File: src/rtl/ram_arbiter_if.sv
// ram_arbiter_if: bundle of every signal that crosses the RAM arbiter
// boundary except clock and reset.
//   Requester side (per port N = 0,1):
//     reqN, weN, addrN, wdataN  -> request, held stable until doneN
//     gntN, doneN, rdataN       <- grant during ACCESS, completion pulse, read data
//   Control:
//     enable                    -> gates new grants only
//   RAM side:
//     addressbus, toram, read, write -> registered RAM drive
//     fromram                   <- combinational RAM read data
// Modports:
//   slave  - the arbiter's view
//   master - the environment's view (requesters plus the RAM block)
interface ram_arbiter_if #(
    parameter int adlines   = 8,
    parameter int datalines = 16
);
    logic                 enable;
    logic                 req0, req1;
    logic                 we0, we1;
    logic [adlines-1:0]   addr0, addr1;
    logic [datalines-1:0] wdata0, wdata1;
    logic                 gnt0, gnt1;
    logic                 done0, done1;
    logic [datalines-1:0] rdata0, rdata1;
    logic [adlines-1:0]   addressbus;
    logic [datalines-1:0] toram;
    logic [datalines-1:0] fromram;
    logic                 read, write;

    modport slave (
        input  enable, req0, req1, we0, we1, addr0, addr1, wdata0, wdata1, fromram,
        output gnt0, gnt1, done0, done1, rdata0, rdata1, addressbus, toram, read, write
    );

    modport master (
        output enable, req0, req1, we0, we1, addr0, addr1, wdata0, wdata1, fromram,
        input  gnt0, gnt1, done0, done1, rdata0, rdata1, addressbus, toram, read, write
    );
endinterface

File: src/rtl/ram_arbiter.sv
// ram_arbiter: shares one RAM block between the control unit (port 0) and a
// program/data loader (port 1). One transaction at a time, round-robin on
// ties. Each transaction is a single registered RAM access cycle followed by
// a one-cycle completion pulse carrying read data back to the requester.
// Ports:
//   clk    - rising-edge clock
//   resetn - asynchronous active-low reset
//   bus    - ram_arbiter_if.slave (requests, grants, completions, RAM drive)

// Per-port completion logic: registers the done pulse and captures read
// data when this port's read access finishes.
module ram_arbiter_lane #(
    parameter int datalines = 16
) (
    input  logic                 clk,
    input  logic                 resetn,
    input  logic                 fin,      // this port's ACCESS cycle ends at this edge
    input  logic                 rd,       // the finishing access is a read
    input  logic [datalines-1:0] fromram,
    output logic                 done,
    output logic [datalines-1:0] rdata
);
    always_ff @(posedge clk or negedge resetn) begin
        if (!resetn) begin
            done  <= 1'b0;
            rdata <= '0;
        end else begin
            done <= fin;
            // Writes leave rdata alone; it holds the last completed read.
            if (fin && rd)
                rdata <= fromram;
        end
    end
endmodule

module ram_arbiter #(
    parameter int adlines   = 8,
    parameter int datalines = 16
) (
    input  logic         clk,
    input  logic         resetn,
    ram_arbiter_if.slave bus
);
    typedef enum logic {IDLE, ACCESS} state_t;

    state_t                         state;
    logic                           last;     // port granted most recently
    logic                           owner;    // port owning the current access
    logic [1:0]                     gnt_q;
    logic                           read_q, write_q;
    logic [adlines-1:0]             addr_q;
    logic [datalines-1:0]           toram_q;

    logic [1:0]                     req, we, fin, done;
    logic [1:0][adlines-1:0]        addr;
    logic [1:0][datalines-1:0]      wdata, rdata;
    logic                           win;

    assign req   = {bus.req1, bus.req0};
    assign we    = {bus.we1, bus.we0};
    assign addr  = {bus.addr1, bus.addr0};
    assign wdata = {bus.wdata1, bus.wdata0};

    // Lone requester wins; on a tie the port that did not go last wins.
    always_comb begin
        win = req[1];
        if (req == 2'b11)
            win = ~last;
    end

    always_ff @(posedge clk or negedge resetn) begin
        if (!resetn) begin
            state   <= IDLE;
            last    <= 1'b1;   // port 0 takes the first tie
            owner   <= 1'b0;
            gnt_q   <= 2'b00;
            read_q  <= 1'b0;
            write_q <= 1'b0;
            addr_q  <= '0;
            toram_q <= '0;
        end else begin
            case (state)
                IDLE: begin
                    if (bus.enable && (req != 2'b00)) begin
                        addr_q  <= addr[win];
                        toram_q <= wdata[win];   // driven on reads too; RAM ignores it
                        write_q <= we[win];
                        read_q  <= ~we[win];
                        gnt_q   <= win ? 2'b10 : 2'b01;
                        last    <= win;
                        owner   <= win;
                        state   <= ACCESS;
                    end else begin
                        // Bus lines hold; only strobes and grants drop.
                        gnt_q   <= 2'b00;
                        read_q  <= 1'b0;
                        write_q <= 1'b0;
                    end
                end
                ACCESS: begin
                    // enable is not consulted: an access always completes.
                    gnt_q   <= 2'b00;
                    read_q  <= 1'b0;
                    write_q <= 1'b0;
                    state   <= IDLE;
                end
                default: state <= IDLE;
            endcase
        end
    end

    // Decoded from registered state, so done/rdata stay registered outputs.
    assign fin[0] = (state == ACCESS) && (owner == 1'b0);
    assign fin[1] = (state == ACCESS) && (owner == 1'b1);

    for (genvar g = 0; g < 2; g++) begin : g_lane
        ram_arbiter_lane #(.datalines(datalines)) u_lane (
            .clk     (clk),
            .resetn  (resetn),
            .fin     (fin[g]),
            .rd      (read_q),
            .fromram (bus.fromram),
            .done    (done[g]),
            .rdata   (rdata[g])
        );
    end

    assign bus.gnt0       = gnt_q[0];
    assign bus.gnt1       = gnt_q[1];
    assign bus.done0      = done[0];
    assign bus.done1      = done[1];
    assign bus.rdata0     = rdata[0];
    assign bus.rdata1     = rdata[1];
    assign bus.addressbus = addr_q;
    assign bus.toram      = toram_q;
    assign bus.read       = read_q;
    assign bus.write      = write_q;
endmodule
File: src/flat_wrapper.sv
// flat-port wrapper written by rule: the top's interface ports become plain ports
module ram_arbiter_flat 
#(
    parameter int adlines   = 8,
    parameter int datalines = 16
)
  (clk, resetn, bus_enable, bus_req0, bus_req1, bus_we0, bus_we1, bus_addr0, bus_addr1, bus_wdata0, bus_wdata1, bus_fromram, bus_gnt0, bus_gnt1, bus_done0, bus_done1, bus_rdata0, bus_rdata1, bus_addressbus, bus_toram, bus_read, bus_write);
  ram_arbiter_if #(.adlines(adlines), .datalines(datalines)) bus_i ();
  input  logic clk;
  input  logic resetn;
  input wire logic [$bits(bus_i.enable)-1:0] bus_enable;
  input wire logic [$bits(bus_i.req0)-1:0] bus_req0;
  input wire logic [$bits(bus_i.req1)-1:0] bus_req1;
  input wire logic [$bits(bus_i.we0)-1:0] bus_we0;
  input wire logic [$bits(bus_i.we1)-1:0] bus_we1;
  input wire logic [$bits(bus_i.addr0)-1:0] bus_addr0;
  input wire logic [$bits(bus_i.addr1)-1:0] bus_addr1;
  input wire logic [$bits(bus_i.wdata0)-1:0] bus_wdata0;
  input wire logic [$bits(bus_i.wdata1)-1:0] bus_wdata1;
  input wire logic [$bits(bus_i.fromram)-1:0] bus_fromram;
  output wire logic [$bits(bus_i.gnt0)-1:0] bus_gnt0;
  output wire logic [$bits(bus_i.gnt1)-1:0] bus_gnt1;
  output wire logic [$bits(bus_i.done0)-1:0] bus_done0;
  output wire logic [$bits(bus_i.done1)-1:0] bus_done1;
  output wire logic [$bits(bus_i.rdata0)-1:0] bus_rdata0;
  output wire logic [$bits(bus_i.rdata1)-1:0] bus_rdata1;
  output wire logic [$bits(bus_i.addressbus)-1:0] bus_addressbus;
  output wire logic [$bits(bus_i.toram)-1:0] bus_toram;
  output wire logic [$bits(bus_i.read)-1:0] bus_read;
  output wire logic [$bits(bus_i.write)-1:0] bus_write;
  assign bus_i.enable = bus_enable;
  assign bus_i.req0 = bus_req0;
  assign bus_i.req1 = bus_req1;
  assign bus_i.we0 = bus_we0;
  assign bus_i.we1 = bus_we1;
  assign bus_i.addr0 = bus_addr0;
  assign bus_i.addr1 = bus_addr1;
  assign bus_i.wdata0 = bus_wdata0;
  assign bus_i.wdata1 = bus_wdata1;
  assign bus_i.fromram = bus_fromram;
  assign bus_gnt0 = bus_i.gnt0;
  assign bus_gnt1 = bus_i.gnt1;
  assign bus_done0 = bus_i.done0;
  assign bus_done1 = bus_i.done1;
  assign bus_rdata0 = bus_i.rdata0;
  assign bus_rdata1 = bus_i.rdata1;
  assign bus_addressbus = bus_i.addressbus;
  assign bus_toram = bus_i.toram;
  assign bus_read = bus_i.read;
  assign bus_write = bus_i.write;
  ram_arbiter #(.adlines(adlines), .datalines(datalines)) u_core (.clk(clk), .resetn(resetn), .bus(bus_i));
endmodule
File: config.mk
export PLATFORM = sky130hd
export DESIGN_NAME = ram_arbiter_flat
export DESIGN_NICKNAME = d
export VERILOG_FILES = /design/src/rtl/ram_arbiter_if.sv /design/src/rtl/ram_arbiter.sv /design/src/flat_wrapper.sv
export SDC_FILE = /design/constraint.sdc
export NUM_CORES = 1
export LEC_CHECK = 0
export CAP_MARGIN = 5
export CORE_MARGIN = 3
export CORE_UTILIZATION = 33
export DETAILED_ROUTE_END_ITERATION = 12
export GPL_ROUTABILITY_DRIVEN = 0
export PLACE_DENSITY_LB_ADDON = 0.12
export SLEW_MARGIN = 20
export SYNTH_ARGS = -nofsm -noshare
export SYNTH_HDL_FRONTEND = slang
export SYNTH_SLANG_ARGS = --single-unit
export TNS_END_PERCENT = 5
File: constraint.sdc
create_clock -name clk -period 1.85 [get_ports clk]
set_input_delay 0.555 -clock clk [delete_from_list [all_inputs] [get_ports clk]]
set_output_delay 0.555 -clock clk [all_outputs]
set_load 0.05 [all_outputs]
==> parameters.txt, run 1 <==
Parameter                              Value

CTS
  Buffer type at the clock tree root    sky130_fd_sc_hd__clkbuf_8
  H-tree levels    3
  Clock sink count    65
  Setup bufs post-CTS    0
  Max Root-Sink Buffers    2
  Register clock-pin slew on the reported worst setup and hold paths    0.07 ns
  Number of buffers created by CTS    9
  Clk_lat worst skew    0.33 ns
  Clock tree from TritonCTS    done
  Number of hold buffers added after CTS    0
  CTS-repair resized insts    0

Route
  Wire length after detailed routing    6684 µm
  Remaining antenna violation count    0
  Drt initial violations    34
  Number of vias after detailed routing    2108
  Total iterations of the first detailed-routing run    4
  Remaining routing DRC violations    0
  Routed via count divided by cell count    4.664
  Wire length per cell    14.79 µm

Critical path
  Critical path required time    2.06 ns
  Kind of start point of the critical path    input pin
  Maximum fanout along the worst path    15
  R2r worst-path depth    4
  Slack of the worst reg-to-reg path    0.47 ns
  Critical path capture point type    flop
  Crit Reg-Reg Endpoint    u_core.bus.toram[5]
  Critical Setup Path Class    input pin to flop
  Data arrival at the endpoint of the critical path    1.86 ns
  Launching point of the worst reg2reg path    u_core.state

Pwr
  Leakage power total    1.904 nW
  Design Power    5.858 mW
  Areal power density over the cells    1389 nW/µm²
  Worst vdd ir    465.6 µV

Synth
  Main combinational cell family by area after synthesis    multiplexers
  Yosys cell types    23
  Share of cell area taken by muxes after synthesis    0.1377
  Mapped cell area    2689 µm²
  Fraction of registers with async set/reset    1.000
  Flops & latches, synth    65
  Post-Synthesis Net Count    275
  Simple-gate share of the synthesized area    0.1084
  Top-area cell type share of the netlist area    0.5956
  Biggest area contributors in the synthesized netlist    sky130_fd_sc_hd__dfrtp_1, sky130_fd_sc_hd__mux2_2, sky130_fd_sc_hd__a221o_1, sky130_fd_sc_hd__nor3_1, sky130_fd_sc_hd__nand2_1
  Synthesized area divided by synthesized cell count    13.18 µm²
  Fraction of the mapped netlist area in adder cells    0
  Synth Area in XOR/XNOR    0
  Syn Inst Count    204
  Number of synthesis warnings    0
  Share of the synthesized area in compound gates (AO/OA/AOI/OAI)    0.1024
  Main synth FF type    sky130_fd_sc_hd__dfrtp_1
  Seq/Total Area, Yosys    0.6054
  Number of enable flip-flop cells after synthesis    0
  Cell accounting for the most synthesized area    sky130_fd_sc_hd__dfrtp_1

Floorplanning
  Effective utilization at floorplan    0.3444
  Floorplan row count    32
  Chip width    96.27 µm
  Chip height    96.27 µm
  Core Footprint    7807 µm²
  Top Ports    133
  Floorplan die area    9267 µm²

STA
  Part of the cycle the worst path needs    0.8935
  Number of setup violations in the final report    0
  Slew of the pin with the lowest slew margin    0.4692 ns
  Maximum achievable frequency    605.0 MHz
  Post-route minimum period    1.653 ns
  Max Slew Vio Count    0
  Number of hold violations in the final report    0
  Unrepaired setup endpoints after global routing    false
  Setup skew after layout    0.007557 ns
  Worst max-slew margin expressed relative to the limit    0.6872

Place
  Number of port buffers    132
  Estimated wirelength of the detail-placed design    4911 µm

GRT
  Vias in the first global route    2147
  Initial antenna violation count    0
  Wire length of the first global-routing pass    10190 µm
  Global routing usage summed across all routing layers    0.1433
  Leftover overflow at the end of global routing    0
  Pin count of the biggest net entering global routing    39

Final layout
  Area Overhead vs Synth    56.91%
  Util after Layout    0.5404
  Count of antenna diodes in the layout    0
  Layout cell share with drive strength beyond 1    0.3800
  Number of nets in the layout    416

Min path
  Hold Path Class    input pin to asynchronous set/reset pin

Outcome
  Run status    finished clean

Run
  Max-cap violations    0
## registers in the layout, summed over array words and instances (netlist names)
register / flops
u_core.g_lane.u_lane.rdata: 32
u_core.bus.toram: 16
u_core.last: 1
u_core.g_lane.u_lane.done: 2
u_core.state: 1
u_core.bus.read: 1
u_core.bus.addressbus: 8
u_core.owner: 1
u_core.bus.write: 1
u_core.gnt_q: 2
## cell usage after synthesis (2+ instances only)
cell                       count
sky130_fd_sc_hd__a21o_1        2
sky130_fd_sc_hd__nand2_1      25
sky130_fd_sc_hd__a221o_1      24
sky130_fd_sc_hd__clkbuf_1      3
sky130_fd_sc_hd__buf_4         3
sky130_fd_sc_hd__buf_6         5
sky130_fd_sc_hd__dfrtp_1      64
sky130_fd_sc_hd__buf_2         6
sky130_fd_sc_hd__nor2_1        2
sky130_fd_sc_hd__nor3_1       24
sky130_fd_sc_hd__nor2b_1       3
sky130_fd_sc_hd__mux2_2       32
## cell type report
type                            count  area, µm²
Fill cell                         717       3588
Tap cell                          102      127.6
Multi-Input combinational cell    121      939.7
Timing Repair Buffer              147       1324
Clock buffer                       11      141.4
Sequential cell                    65       1628
Inverter                            1      3.754
Clock inverter                      5      55.05
## kinds of logic (layout without fill, tap and decap cells)
| group | Yosys count | count (layout) |
|---|---|---|
| AO/OA/AOI/OAI | 28 | 28 |
| multiplexers | 33 | 33 |
| buffers and inverters | 18 | 164 |
| AND/OR/NAND/NOR | 60 | 60 |
| flip-flops | 65 | 65 |
## stage by stage
stage / instances / hold slack [ns] / setup TNS [ns] / setup WS, ns / instance area (µm²)
2_1_floorplan: 204 / 0.2594 / 0 / 0.3039 / 2689
3_3_place_gp: 436 / 0.4888 / -2.461 / -0.1074 / 4023
3_5_place_dp: 436 / 0.4939 / -3.192 / -0.1475 / 4023
4_1_cts: 452 / 0.2274 / 0 / 0.2121 / 4219
5_1_grt: 452 / 0.2440 / 0 / 0.1543 / 4219
6_report: 452 / 0.2235 / 0 / 0.1971 / 4219
## routing by layer
metal / vias to the layer above / share of wire / track usage
li1: 1025 / - / -
met1: 981 / 0.41 / 0.1726
met2: 93 / 0.46 / 0.2237
met3: 9 / 0.12 / 0.06099
met4: 0 / 0.015 / 0.06043
met5: - / 0 / 0
## power breakdown
part / internal, mW / switching, mW / total (mW)
Sequential: 1.80 / 0.210 / 2.01
Combinational: 0.947 / 1.72 / 2.67
Clock: 0.655 / 0.520 / 1.17
## critical path, stage by stage
cell and delay [ns]:
sky130_fd_sc_hd__clkdlybuf4s50_1 0.48, sky130_fd_sc_hd__nor2b_2 0.18, sky130_fd_sc_hd__o21ai_2 0.09, sky130_fd_sc_hd__buf_4 0.20, sky130_fd_sc_hd__a221o_1 0.36
## cell usage in the layout, fill, tap and decap left out
cell type / count
sky130_fd_sc_hd__clkbuf_8: 10
sky130_fd_sc_hd__nand2_1: 25
sky130_fd_sc_hd__a21boi_2: 1
sky130_fd_sc_hd__dfstp_2: 1
sky130_fd_sc_hd__o21ai_2: 1
sky130_fd_sc_hd__clkdlybuf4s50_1: 69
sky130_fd_sc_hd__clkinvlp_4: 2
sky130_fd_sc_hd__nand2b_1: 1
sky130_fd_sc_hd__and2_1: 1
sky130_fd_sc_hd__bufinv_16: 1
sky130_fd_sc_hd__buf_12: 4
sky130_fd_sc_hd__nor3_1: 24
sky130_fd_sc_hd__nor2b_2: 2
sky130_fd_sc_hd__a221o_1: 24
sky130_fd_sc_hd__and2_4: 1
sky130_fd_sc_hd__mux2_2: 32
sky130_fd_sc_hd__nor2b_1: 2
sky130_fd_sc_hd__clkinv_2: 2
sky130_fd_sc_hd__clkbuf_1: 1
sky130_fd_sc_hd__buf_4: 73
sky130_fd_sc_hd__mux2i_1: 1
sky130_fd_sc_hd__nand3_2: 1
sky130_fd_sc_hd__inv_1: 1
sky130_fd_sc_hd__dfrtp_1: 64
sky130_fd_sc_hd__buf_2: 1
sky130_fd_sc_hd__nor2_1: 2
sky130_fd_sc_hd__nand3b_2: 1
sky130_fd_sc_hd__a21o_1: 2
## worst max-delay path by stage
stage	startpoint	endpoint	slack (ns)	cells past startpoint
after floorplan	bus_req0	u_core.bus.addressbus[5]	0.30	6
after CTS	bus_enable	u_core.bus.toram[5]	0.21	5
after global placement	bus_enable	u_core.bus.toram[3]	-0.11	5
after global routing	bus_enable	u_core.bus.addressbus[6]	0.15	5
after detailed placement	bus_enable	u_core.bus.toram[4]	-0.15	5
final	bus_enable	u_core.bus.toram[5]	0.20	5
Power figures use the tool's default switching activity.
==> run 2: changes to the inputs <==
Settings changed: CORE_MARGIN 3 to unset, SLEW_MARGIN 20 to unset.
==> run 2 against run 1 <==
Fmax is 1.2% higher; final cell count down 0.22%; setup slack better by 0.020 ns; clock-buffer cell count unchanged; via count is 1.6% higher; routed wire length decreased by 5.9%; combinational power hardly changed; sequential power hardly changed; register-to-register slack lost 0.02 ns; core utilization down 0.096 points; critical endpoint is now u_core.bus.toram[8]; largest cell class unchanged; largest power group unchanged; highest routed layer unchanged.
==> parameters.txt, run 2 (synthesis gave the netlist of run 1 again) <==
Parameter                              Value

STA
  Number of setup violations in the final report    0 (unchanged)
  Max Slew Vio Count    0 (unchanged)
  Maximum achievable frequency    612.5 MHz (+1.2%)
  Slew of the pin with the lowest slew margin    0.3392 ns (-0.1301 ns)
  Unrepaired setup endpoints after global routing    false
  Number of hold violations in the final report    0 (unchanged)
  Setup skew after layout    0.007410 ns (-0.0001472 ns)
  Final worst hold slack    0.2253 ns (+0.001836 ns)
  Total negative setup slack    0 ns (unchanged)
  Post-route minimum period    1.633 ns (-0.02012 ns)
  Part of the cycle the worst path needs    0.8826 (-0.01088)
  Worst max-slew margin expressed relative to the limit    0.7739 (+0.08672)

Final layout
  Area Overhead vs Synth    56.63%
  Most common cell after layout, fill and taps aside    sky130_fd_sc_hd__buf_4
  Count of antenna diodes in the layout    0 (unchanged)
  Fill cell total of the finished layout    690 (-3.8%)
  Number of nets in the layout    415 (-0.24%)
  Layout cell share with drive strength beyond 1    0.3782 (-0.001777)
  Max FFs per register    32 (unchanged)
  Register bank with the most flops    u_core.g_lane.u_lane.rdata
  Area occupied by registers    1628 µm² (unchanged)
  Non-filler cells, final    451 (-0.22%)
  Most used cells in the layout excluding fill and tap cells    sky130_fd_sc_hd__buf_4, sky130_fd_sc_hd__clkdlybuf4s50_1, sky130_fd_sc_hd__dfrtp_1
  Post-route cell area    4212 µm² (-0.18%)
  Multi-input gate area in the final layout    939.7 µm² (unchanged)

GRT
  Leftover overflow at the end of global routing    0 (unchanged)
  Global routing usage summed across all routing layers    0.1603 (+0.01706)
  Pin count of the biggest net entering global routing    66 (+69%)
  Vias in the first global route    2198 (+2.4%)
  Wire length of the first global-routing pass    10610 µm (+4.1%)
  Initial antenna violation count    0 (unchanged)

Floorplanning
  Floorplan row count    32 (unchanged)
  Floorplan die area    8513 µm² (-8.1%)
  Effective utilization at floorplan    0.3444 (unchanged)
  Top Ports    133 (unchanged)
  Chip height    92.27 µm (-4.2%)
  Chip width    92.27 µm (-4.2%)
  Core Footprint    7807 µm² (unchanged)

Pwr
  Sequential power share    0.345 (about the same)
  Logic gate share of total power    0.454 (-0.002)
  Internal power    3.397 mW (-0.23%)
  Clock network power share    0.202 (+0.002)
  Net switching fraction of the power    0.4186 (about the same)
  Leakage power total    1.899 nW (-0.22%)
  Areal power density over the cells    1387 nW/µm² (about the same)
  Sw power    2.446 mW (-0.32%)
  Design Power    5.843 mW (-0.27%)
  Worst vdd ir    422.0 µV (-9.4%)

Critical path
  Critical Setup Path Class    input pin to flop
  Highest-delay cell along the critical path    sky130_fd_sc_hd__clkdlybuf4s50_1
  Largest stage delay, worst path    0.47 ns (about the same)
  Critical path required time    2.06 ns (about the same)
  Critical path capture point type    flop
  Maximum fanout along the worst path    11 (-4)
  Critical path, cell by cell    clkdlybuf4s50_1 > nor2b_2 > o21ai_2 > buf_4 > a221o_1
  Kind of start point of the critical path    input pin
  Data arrival at the endpoint of the critical path    1.84 ns (-0.02 ns)

Route
  Remaining routing DRC violations    0 (unchanged)
  Remaining antenna violation count    0 (unchanged)
  Drt initial violations    54 (+59%)
  Wire length per cell    13.95 µm (-5.7%)
  Total iterations of the first detailed-routing run    4 (unchanged)
  Routed via count divided by cell count    4.749 (+1.8%)
  Number of vias after detailed routing    2142 (+1.6%)
  Wire length after detailed routing    6290 µm (-5.9%)

CTS
  Clk_lat worst skew    0.33 ns (about the same)
  Max Root-Sink Buffers    2 (unchanged)
  CTS-repair resized insts    0 (unchanged)
  Register clock-pin slew on the reported worst setup and hold paths    0.07 ns (about the same)
  H-tree levels    3 (unchanged)
  Clock tree from TritonCTS    done
  Buffer type at the clock tree root    sky130_fd_sc_hd__clkbuf_8
  Setup bufs post-CTS    0 (unchanged)
  Number of buffers created by CTS    9 (unchanged)
  Clock sink count    65 (unchanged)
  Number of hold buffers added after CTS    0 (unchanged)

Min path
  Hold Path Class    input pin to asynchronous set/reset pin

Run
  Max-cap violations    0 (unchanged)

Place
  Number of port buffers    132 (unchanged)
  Placed inst area    4015 µm² (-0.19%)
  Total instance count after detailed placement    435 (-0.23%)
  Estimated wirelength of the detail-placed design    4566 µm (-7.0%)

Outcome
  Run status    finished clean
run 2: power by group through the flow:
stage	clock, mW	combinational [mW]	sequential (mW)
5_1_grt	1.28	2.77	2.07
6_report	1.18	2.65	2.01
3_5_place_dp	0	2.68	2.04
4_1_cts	1.22	2.68	2.02
3_3_place_gp	0	2.66	2.03
2_1_floorplan	0	0.448	3.33
run 2: layout make-up:
type / instances / area share
tap: 102 / 0.03030
clock inverter: 5 / 0.01307
inverter: 1 / 0.0008913
multi-input combinational: 121 / 0.2231
clock buffer: 11 / 0.03357
sequential: 65 / 0.3865
timing repair buffer: 146 / 0.3125
run 2: worst paths after layout:
check / from / end / slack, ns / cells past startpoint
setup / recovery: bus_enable / u_core.bus.toram[8] / 0.22 / 5
hold / removal: resetn / u_core.g_lane[1].u_lane.rdata[8] / 0.23 / 2
setup reg to reg: u_core.state / u_core.bus.toram[8] / 0.45 / 4
hold reg to reg: u_core.g_lane[1].u_lane.rdata[0] / u_core.g_lane[1].u_lane.rdata[0] / 0.51 / 1
max in group asynchronous: resetn / u_core.last / 1.32 / 2
min in group clk: u_core.g_lane[1].u_lane.rdata[0] / u_core.g_lane[1].u_lane.rdata[0] / 0.51 / 1
run 2: per-stage QoR:
| stage | worst slack (ns) | util |
|---|---|---|
| 4_1_cts | 0.2164 | 0.5394 |
| 3_5_place_dp | -0.1282 | 0.5143 |
| 2_1_floorplan | 0.3039 | - |
| 6_report | 0.2172 | 0.5394 |
| 3_3_place_gp | -0.1027 | 0.5143 |
| 5_1_grt | 0.1640 | 0.5394 |
run 2: critical path: cells and delay by family:
kind | cells | cell delay [ns]
buffers and inverters | 2 | 0.65
AND/OR/NAND/NOR | 1 | 0.19
AO/OA/AOI/OAI | 2 | 0.44
run 2: per-layer routing:
layer,routed length (µm),track usage,up-vias,share of wire
met2,3038,0.2568,98,0.48
met3,488,0.04395,7,0.078
met5,0,0,-,0
li1,-,-,1024,-
met1,2690,0.2074,1013,0.43
met4,73,0.05859,0,0.012
